$ cat config.mk
export PLATFORM = sky130hd
export DESIGN_NAME = btn_debounce
export DESIGN_NICKNAME = d
export VERILOG_FILES = /design/src/rtl/stopwatch_pkg.sv /design/src/rtl/btn_debounce_ch.sv /design/src/rtl/btn_debounce.sv
export SDC_FILE = /design/constraint.sdc
export NUM_CORES = 1
export LEC_CHECK = 0
export ABC_AREA = 1
export BUFFER_PORTS_ARGS = -buffer_cell sky130_fd_sc_hd__buf_2
export CORE_ASPECT_RATIO = 0.8
export CORE_MARGIN = 10
export CORE_UTILIZATION = 35
export CTS_CLUSTER_SIZE = 20
export DETAILED_ROUTE_END_ITERATION = 12
export PLACE_DENSITY = 0.57
export SETUP_SLACK_MARGIN = 0.1
export SLEW_MARGIN = 30
export SYNTH_ARGS = -nofsm -noshare
export SYNTH_HDL_FRONTEND = slang
export SYNTH_SLANG_ARGS = --single-unit
$ cat constraint.sdc
create_clock -name clk -period 1.7 [get_ports clk]
set_input_delay 0.34 -clock clk [delete_from_list [all_inputs] [get_ports clk]]
set_output_delay 0.34 -clock clk [all_outputs]
set_load 0.02 [all_outputs]
$ cat src/rtl/stopwatch_pkg.sv
/*------------------------------------------------------------------------------
 * Module   : stopwatch_pkg
 * Purpose  : Shared types and defaults for the stopwatch button debouncer.
 * Revision : 1.0 - initial release
 *----------------------------------------------------------------------------*/
`default_nettype none

package stopwatch_pkg;

  typedef enum logic [1:0] {
    REL        = 2'd0,
    PRESS_WAIT = 2'd1,
    HELD       = 2'd2,
    REL_WAIT   = 2'd3
  } deb_state_t;

  localparam int DEB_STABLE_TICKS_DEFAULT = 10;
  localparam int DEB_NUM_BTNS_DEFAULT     = 4;

endpackage

`default_nettype wire

$ cat src/rtl/btn_debounce_ch.sv
/*------------------------------------------------------------------------------
 * Module   : btn_debounce_ch
 * Purpose  : One debounce channel: 2-FF synchronizer, tick-sampled FSM with
 *            stability counter, registered level and press/release strobes.
 *            Release strobe exists only when BTN_DEBOUNCE_RELEASE_EN is defined.
 * Revision : 1.0 - initial release
 *----------------------------------------------------------------------------*/
`default_nettype none

module btn_debounce_ch
  import stopwatch_pkg::*;
#(
  parameter int STABLE_TICKS = DEB_STABLE_TICKS_DEFAULT
) (
  input  logic clk,
  input  logic rst,
  input  logic i_tick,
  input  logic i_raw,
  output logic o_level,
  output logic o_press,
  output logic o_release
);

  localparam int               c_CW   = $clog2(STABLE_TICKS + 1);
  localparam logic [c_CW-1:0]  c_LAST = c_CW'(STABLE_TICKS - 1);

  logic [1:0]      r_sync;
  deb_state_t      r_state;
  logic [c_CW-1:0] r_cnt;
  logic            r_level;
  logic            r_press;
  logic            w_s;

  assign w_s = r_sync[1];

  always_ff @(posedge clk) begin
    if (rst) begin
      r_sync  <= 2'b00;
      r_state <= REL;
      r_cnt   <= '0;
      r_level <= 1'b0;
      r_press <= 1'b0;
    end else begin
      r_sync  <= {r_sync[0], i_raw};
      r_press <= 1'b0;
      if (i_tick) begin
        case (r_state)
          REL: begin
            if (w_s) begin
              if (STABLE_TICKS == 1) begin
                r_state <= HELD;
                r_level <= 1'b1;
                r_press <= 1'b1;
              end else begin
                r_state <= PRESS_WAIT;
                r_cnt   <= c_CW'(1);
              end
            end
          end
          PRESS_WAIT: begin
            if (!w_s) begin
              r_state <= REL;
              r_cnt   <= '0;
            end else if (r_cnt == c_LAST) begin
              r_state <= HELD;
              r_cnt   <= '0;
              r_level <= 1'b1;
              r_press <= 1'b1;
            end else begin
              r_cnt <= r_cnt + 1'b1;
            end
          end
          HELD: begin
            if (!w_s) begin
              if (STABLE_TICKS == 1) begin
                r_state <= REL;
                r_level <= 1'b0;
              end else begin
                r_state <= REL_WAIT;
                r_cnt   <= c_CW'(1);
              end
            end
          end
          REL_WAIT: begin
            if (w_s) begin
              r_state <= HELD;
              r_cnt   <= '0;
            end else if (r_cnt == c_LAST) begin
              r_state <= REL;
              r_cnt   <= '0;
              r_level <= 1'b0;
            end else begin
              r_cnt <= r_cnt + 1'b1;
            end
          end
          default: begin
            r_state <= REL;
            r_cnt   <= '0;
          end
        endcase
      end
    end
  end

  assign o_level = r_level;
  assign o_press = r_press;

`ifdef BTN_DEBOUNCE_RELEASE_EN
  // Same commit condition as the HELD->REL transitions in the FSM above.
  logic w_commit_rel;
  logic r_release;

  assign w_commit_rel = i_tick && !w_s &&
                        (((r_state == HELD) && (STABLE_TICKS == 1)) ||
                         ((r_state == REL_WAIT) && (r_cnt == c_LAST)));

  always_ff @(posedge clk) begin
    if (rst) begin
      r_release <= 1'b0;
    end else begin
      r_release <= w_commit_rel;
    end
  end

  assign o_release = r_release;
`else
  assign o_release = 1'b0;
`endif

endmodule

`default_nettype wire

$ cat src/rtl/btn_debounce.sv
/*------------------------------------------------------------------------------
 * Module   : btn_debounce
 * Purpose  : Multi-channel push-button debouncer sampled on a shared tick.
 *            Optional release strobes via BTN_DEBOUNCE_RELEASE_EN.
 * Revision : 1.0 - initial release
 *----------------------------------------------------------------------------*/
`default_nettype none

module btn_debounce
  import stopwatch_pkg::*;
#(
  parameter int NUM_BTNS     = DEB_NUM_BTNS_DEFAULT,
  parameter int STABLE_TICKS = DEB_STABLE_TICKS_DEFAULT
) (
  input  logic                clk,
  input  logic                rst,
  input  logic                tick,
  input  logic [NUM_BTNS-1:0] btn_raw,
  output logic [NUM_BTNS-1:0] btn_level,
  output logic [NUM_BTNS-1:0] btn_press,
  output logic [NUM_BTNS-1:0] btn_release
);

  for (genvar g = 0; g < NUM_BTNS; g++) begin : g_ch
    btn_debounce_ch #(
      .STABLE_TICKS(STABLE_TICKS)
    ) u_ch (
      .clk      (clk),
      .rst      (rst),
      .i_tick   (tick),
      .i_raw    (btn_raw[g]),
      .o_level  (btn_level[g]),
      .o_press  (btn_press[g]),
      .o_release(btn_release[g])
    );
  end

endmodule

`default_nettype wire
==> key figures, run 1 <==
Global routing
  • Vias in the first global route: 1,445
  • Largest net degree at the start of global routing: 23
  • First-pass GRT wire length: 6.56 mm
  • Tot GR Track Use: 8.64%
  • GR Overflow Total: 0
  • Initial antenna violation count: 0

Hold path
  • Hold/Removal Path Class: in2reg
  • Worst Min Path Start: btn_raw[0]
  • Hold path endpoint: g_ch[0].u_ch.r_sync[0]
  • Hold-critical path depth: 3

Detailed routing
  • DR vias/cell: 4.48
  • Detail Route Antenna Nets: 0
  • Iter 0 DRT Violations: 56
  • Overall routed net length: 3.81 mm
  • WL/cell: 9.91 um
  • Vias: 1,719
  • Drt pass-1 iters: 6
  • Drt drc: 0

STA
  • RSZ-0062 raised after global routing: false
  • Final Hold Fails: 0
  • Final worst-path cycle share: 76.5%
  • Final worst path period need: 1.30 ns
  • Final Skew: 0.00400 ns
  • Fin Setup TNS: 0 ns
  • # setup viols final: 0
  • Max Freq: 769 MHz
  • Final Slew Violations: 0
  • Worst hold slack: 0.239 ns

Cells and area
  • Layout cell share with drive strength beyond 1: 14.7%
  • Finished Layout Cells: 384
  • Nets: 320
  • Synthesis-to-layout area growth: 8.23%
  • N_diodes: 0
  • Final core occ: 40.0%

Place
  • Placed cells: 376
  • Post-DP HPWL: 2.80 mm
  • Port bufs: 14
  • Gpl congestion: 0.783

Setup path
  • WP data required: 1.93 ns
  • Largest fanout on the critical path: 6
  • R2R Setup Slk: 0.40 ns
  • Worst Setup Start Kind: register
  • Setup crit end kind: register
  • Reg-to-reg critical path startpoint: g_ch[0].u_ch.r_cnt[1]
  • Slowest stage cell, crit path: dfxtp_1
  • CP Class: reg2reg
  • Critical path's top delay family: simple AND/OR/NAND/NOR gates
  • CP arrival: 1.53 ns
  • CP Cell Sequence: inv_1 > ha_1 > nand3_1 > nand3_1 > nand2_1 > nand2_1 > a21oi_1
  • CP max stage delay: 0.39 ns
  • Bufs and invs on worst path: 1
  • Reg2reg path depth: 7
  • R2r endpoint: g_ch[0].u_ch.r_state[0]

Clock network
  • Worst-case clock buffer depth: 2
  • Clock slew at reported path FFs: 0.07 ns
  • CTS tree: done
  • Clock root buffer: clkbuf_8
  • Clk_lat worst skew: 0.30 ns
  • CTS Sinks: 40
  • CTS H-tree depth: 2
  • Hold buffers post-CTS: 0
  • Post-CTS Setup Inserts: 0
  • Number of buffers created by CTS: 5
  • Resize count post-CTS: 0

Logic synthesis
  • Register bit count reported by yosys: 40
  • Library cells used by synthesis: 29
  • Post-synth EDFFs: 0
  • Ys Warns: 0
  • Yosys top cell by area: dfxtp_1
  • Synth top area cells: dfxtp_1 39%, nand2_1 12%, inv_1 7.1%, nand3_1 6.8%, nor2_1 6.0%
  • Synth async-reset ratio: 0%
  • Synth Flop Type: dfxtp_1
  • Cells after Synth: 296
  • Post-Synthesis Mean Instance Area: 6.94 sq um
  • Seq/Total Area, Yosys: 39.0%
  • Cell area after synthesis: 2050 sq um
  • Post-synth top area share: 39.0%

Power and ir drop
  • Comb power frac: 9.2%
  • Internal power: 1.34 mW
  • Sequential share of power: 54.4%
  • Pwr dens: 819 nW/um^2
  • Clk network pwr share: 36.3%
  • Leak pwr: 0.992 nW
  • Total power: 1.82 mW
  • Switching Share: 26.4%
  • P_sw: 0.481 mW
  • Max VDD drop: 0.000323 V

Die
  • Row cnt: 24
  • # IOs: 19
  • Die area: 9350 sq um
  • Core Box Area: 5560 sq um
  • Die Wd: 106 um
  • Initial Util: 37.0%
  • Die Span Y: 88.5 um

Run status
  • Status: finished clean

Flow run
  • Total of max-cap violations: 0
synthesized netlist by cell type, types with 4 or more instances:
cell type / n
ha_1: 8
nor3_1: 4
nand2_2: 8
nand3_1: 28
o21ai_1: 4
nor2_1: 33
buf_4: 14
dfxtp_1: 40
inv_2: 7
inv_1: 39
a21oi_1: 17
nand2_1: 66
nand4_1: 7
o21ai_0: 5
how the worst max path moves through the flow:
stage,from,to,slack [ns],depth (start not counted)
after global routing,g_ch[0].u_ch.r_cnt[1],g_ch[0].u_ch.r_state[0],0.25,7
after detailed placement,tick,g_ch[0].u_ch.r_cnt[2],0.37,7
after floorplan,g_ch[0].u_ch.r_cnt[1],g_ch[0].u_ch.r_state[0],0.56,7
final,g_ch[0].u_ch.r_cnt[1],g_ch[0].u_ch.r_state[0],0.40,7
after CTS,g_ch[0].u_ch.r_cnt[1],g_ch[0].u_ch.r_state[0],0.39,7
after global placement,tick,g_ch[0].u_ch.o_level,0.37,4
area by class of cell:
cell class | count | area [sq um]
inverters | 46 | 173
multi-input cells | 196 | 973
fillers | 592 | 3330
clock buffers | 6 | 82.6
repair buffers | 16 | 85.1
clock inverters | 2 | 10.0
well taps | 78 | 97.6
flip-flops and latches | 40 | 801
flip-flops by register name (all words and copies together) (netlist names), named ones only:
name and flops:
g_ch.u_ch.r_cnt 16, g_ch.u_ch.r_state 4, g_ch.u_ch.o_press 4, g_ch.u_ch.r_sync 8, g_ch.u_ch.o_level 4
metrics by stage:
step           cell area (sq um)  setup WS, ns
2_1_floorplan               2060         0.564
3_3_place_gp                2130         0.373
3_5_place_dp                2130         0.370
4_1_cts                     2220         0.389
5_1_grt                     2220         0.250
6_report                    2220         0.399
cells by family after synthesis:
kind of cell / Yosys count / share of synthesized area (%)
AND/OR/NAND/NOR: 151 / 32.7
buffers and inverters: 63 / 14.1
flip-flops: 40 / 39.0
AO/OA/AOI/OAI: 31 / 8.23
adder cells (fa/ha/maj): 8 / 4.88
XOR/XNOR: 2 / 0.853
other: 1 / 0.183
layout by cell type, fill, tap and decap left out, drive strengths merged:
master  instances
clkbuf          6
a21oi          19
dfxtp          40
xnor2           1
conb            4
o21ai           9
o31ai           1
a31oi           1
ha              8
nor4            1
nor3            4
nand4           8
clkinv          2
nor2           35
inv            46
nand2          74
nand3          29
xor2            1
a211oi          1
buf            16
worst min-delay path: stages:
cell and delay, ns:
buf_2 0.07, inv_1 0.03, nor2_1 0.06
routing by layer:
metal  global-route usage, %  routed length [um]  vias up
met4                    4.42                  70        0
met3                    2.83                 162        7
met5                       0                   0        -
met2                    12.1                1580       31
li1                        -                   -      938
met1                    11.5                2000      743
power by group through the flow:
stage / combinational, mW / clock (mW) / sequential (mW)
5_1_grt: 0.197 / 0.729 / 0.996
2_1_floorplan: 0.143 / 0 / 1.01
3_3_place_gp: 0.168 / 0 / 1.01
4_1_cts: 0.169 / 0.690 / 0.991
3_5_place_dp: 0.169 / 0 / 1.01
6_report: 0.168 / 0.662 / 0.991
No activity file was read; power rests on OpenSTA's default activity.
==> run 2, diff against run 1 <==
Clock period 1.7 ns to 1.23 ns, I/O delays scaled along.
==> run 2 against run 1 <==
Net effect:
- hold slack lost 0.090 ns
- sequential power increased by 39%
- final area grew 18%
- fmax increased by 11%
- largest cell class unchanged
- non-clock buffer count grew 18
- clock-buffer cell count shrank 1
- global-route usage rose by 0.47 points
- via count up 8.0%
- die area stayed put
- clock skew is 0.0066 ns higher
==> key figures, run 2 (synthesis gave the netlist of run 1 again) <==
Cells and area
  • Most frequent cells in the layout: 51 x nand2_1, 35 x inv_1, 30 x nor2_1 (was 66 x nand2_1, 40 x dfxtp_1, 39 x inv_1)
  • Registers with the most flip-flops: g_ch.u_ch.r_cnt (16), g_ch.u_ch.r_sync (8) (unchanged)
  • Final core occ: 47.2% (was 40.0%)
  • N_diodes: 0 (unchanged)
  • Nets: 338 (was 320)
  • Finished Layout Cells: 402 (was 384)
  • Commonest non-fill, non-tap cell in the layout: nand2_1 (unchanged)
  • Largest register FFs: 16 (unchanged)
  • Synthesis-to-layout area growth: 27.8% (was 8.23%)
  • Layout cell share with drive strength beyond 1: 37.0% (was 14.7%)
  • Biggest register: g_ch.u_ch.r_cnt (unchanged)
  • Design Area, Final: 2620 sq um (was 2220 sq um)

Setup path
  • Largest fanout on the critical path: 5 (was 6)
  • Most numerous cell on the critical path: nor2_1
  • CP Class: reg2reg (unchanged)
  • CP arrival: 1.36 ns (was 1.53 ns)
  • Critical path's top delay family: simple AND/OR/NAND/NOR gates (unchanged)
  • CP Cell Sequence: inv_2 > ha_4 > nand3_4 > nand2_4 > nor2_4 > nor2_2 > nor2_1 > nor2_1 (was inv_1 > ha_1 > nand3_1 > nand3_1 > nand2_1 > nand2_1 > a21oi_1)
  • Slowest stage cell, crit path: dfxtp_2 (was dfxtp_1)
  • Bufs and invs on worst path: 1 (unchanged)
  • WP data required: 1.42 ns (was 1.93 ns)
  • Worst Setup Start Kind: register (unchanged)
  • CP max stage delay: 0.35 ns (was 0.39 ns)
  • Setup crit end kind: register (unchanged)

Run status
  • Status: finished clean (unchanged)

STA
  • Final Hold Fails: 0 (unchanged)
  • RSZ-0062 raised after global routing: true (was false)
  • Final worst-path cycle share: 95.2% (was 76.5%)
  • # setup viols final: 0 (unchanged)
  • Fin Setup TNS: 0 ns (unchanged)
  • Max Freq: 854 MHz (was 769 MHz)
  • Final worst path period need: 1.17 ns (was 1.30 ns)
  • Worst hold slack: 0.149 ns (was 0.239 ns)
  • Final Skew: 0.0106 ns (was 0.00400 ns)
  • Final Slew Violations: 0 (unchanged)

Flow run
  • Total of max-cap violations: 0 (unchanged)

Clock network
  • CTS tree: done (unchanged)
  • Hold buffers post-CTS: 0 (unchanged)
  • Worst-case clock buffer depth: 2 (unchanged)
  • Clock root buffer: clkbuf_8 (unchanged)
  • Clock slew at reported path FFs: 0.09 ns (was 0.07 ns)
  • Clk_lat worst skew: 0.30 ns (about the same)
  • CTS Sinks: 40 (unchanged)
  • Number of buffers created by CTS: 5 (unchanged)
  • CTS H-tree depth: 2 (unchanged)

Global routing
  • Largest net degree at the start of global routing: 16 (was 23)
  • Tot GR Track Use: 9.11% (was 8.64%)
  • GR Overflow Total: 0 (unchanged)
  • Vias in the first global route: 1,642 (was 1,445)
  • Initial antenna violation count: 0 (unchanged)
  • First-pass GRT wire length: 7.15 mm (was 6.56 mm)

Die
  • # IOs: 19 (unchanged)
  • Initial Util: 37.0% (unchanged)
  • Die Wd: 106 um (unchanged)
  • Die Span Y: 88.5 um (unchanged)
  • Row cnt: 24 (unchanged)
  • Die area: 9350 sq um (unchanged)
  • Core Box Area: 5560 sq um (unchanged)

Place
  • Gpl congestion: 0.815 (was 0.783)
  • Post-DP HPWL: 2.92 mm (was 2.80 mm)
  • Placed cells: 385 (was 376)
  • Post-DP Area: 2220 sq um (was 2130 sq um)
  • Port bufs: 14 (unchanged)

Power and ir drop
  • Leak pwr: 1.11 nW (was 0.992 nW)
  • Pwr dens: 1070 nW/um^2 (was 819 nW/um^2)
  • Max VDD drop: 0.000556 V (was 0.000323 V)

Hold path
  • Hold/Removal Path Class: in2reg (unchanged)

Detailed routing
  • WL/cell: 11.5 um (was 9.91 um)
  • Overall routed net length: 4.63 mm (was 3.81 mm)
  • Drt drc: 0 (unchanged)
  • DR vias/cell: 4.62 (was 4.48)
  • Detail Route Antenna Nets: 0 (unchanged)
  • Iter 0 DRT Violations: 76 (was 56)
  • Vias: 1,857 (was 1,719)
  • Drt pass-1 iters: 4 (was 6)
==> run 2: cell count changes in the layout (fill, tap and decap cells not counted), sizes merged <==
cell / change
bufinv: +1
clkinv: -1
buf: +18
clkbuf: -1
clkinvlp: +1
==> run 2: final timing paths <==
check | startpoint | endpoint | slack, ns | cells after the start
setup / recovery | g_ch[2].u_ch.r_cnt[1] | register | 0.06 | 8
hold / removal | btn_raw[2] | g_ch[2].u_ch.r_sync[0] | 0.15 | 3
setup reg to reg | g_ch[2].u_ch.r_cnt[1] | register | 0.06 | 8
hold reg to reg | g_ch[1].u_ch.r_sync[0] | g_ch[1].u_ch.r_sync[1] | 0.39 | 2
==> run 2: power by group <==
group	internal (mW)	total [mW]	switching (mW)
clock network	0.601	1.10	0.498
registers	1.34	1.38	0.0414
logic	0.126	0.332	0.206
==> run 2: tightest hold or removal path, stage by stage <==
cell	delay, ns
buf_2	0.07
inv_1	0.03
nor2_1	0.06
==> run 2: layer usage <==
layer / routed length (um) / part of all wire [%] / global-route usage [%] / vias to the layer above
met5: 0 / 0 / 0 / -
met4: 56 / 1.2 / 3.07 / 0
met3: 202 / 4.4 / 3.05 / 7
met2: 2170 / 47 / 14.6 / 36
met1: 2200 / 48 / 11.4 / 840
li1: - / - / - / 974
==> run 2: layout make-up <==
class	instances	area (sq um)
Fill cell	553	2930
Sequential cell	40	825
Clock inverter	3	42.5
Inverter	46	175
Timing Repair Buffer	34	233
Tap cell	78	97.6
Clock buffer	5	68.8
Multi-Input combinational cell	196	1180
==> run 2: metrics by stage <==
| step | total power [mW] | setup WS (ns) |
|---|---|---|
| 2_1_floorplan | 1.59 | 0.132 |
| 3_3_place_gp | 1.66 | 0.0421 |
| 3_5_place_dp | 1.66 | 0.0326 |
| 4_1_cts | 2.76 | 0.0802 |
| 5_1_grt | 2.93 | -0.0517 |
| 6_report | 2.81 | 0.0591 |
==> run 2: repair_timing <==
item,4_1_cts,5_1_grt
buffers inserted,1,8
pin swaps,1,16
setup endpoints to repair,20,25
gates resized for setup,9,64
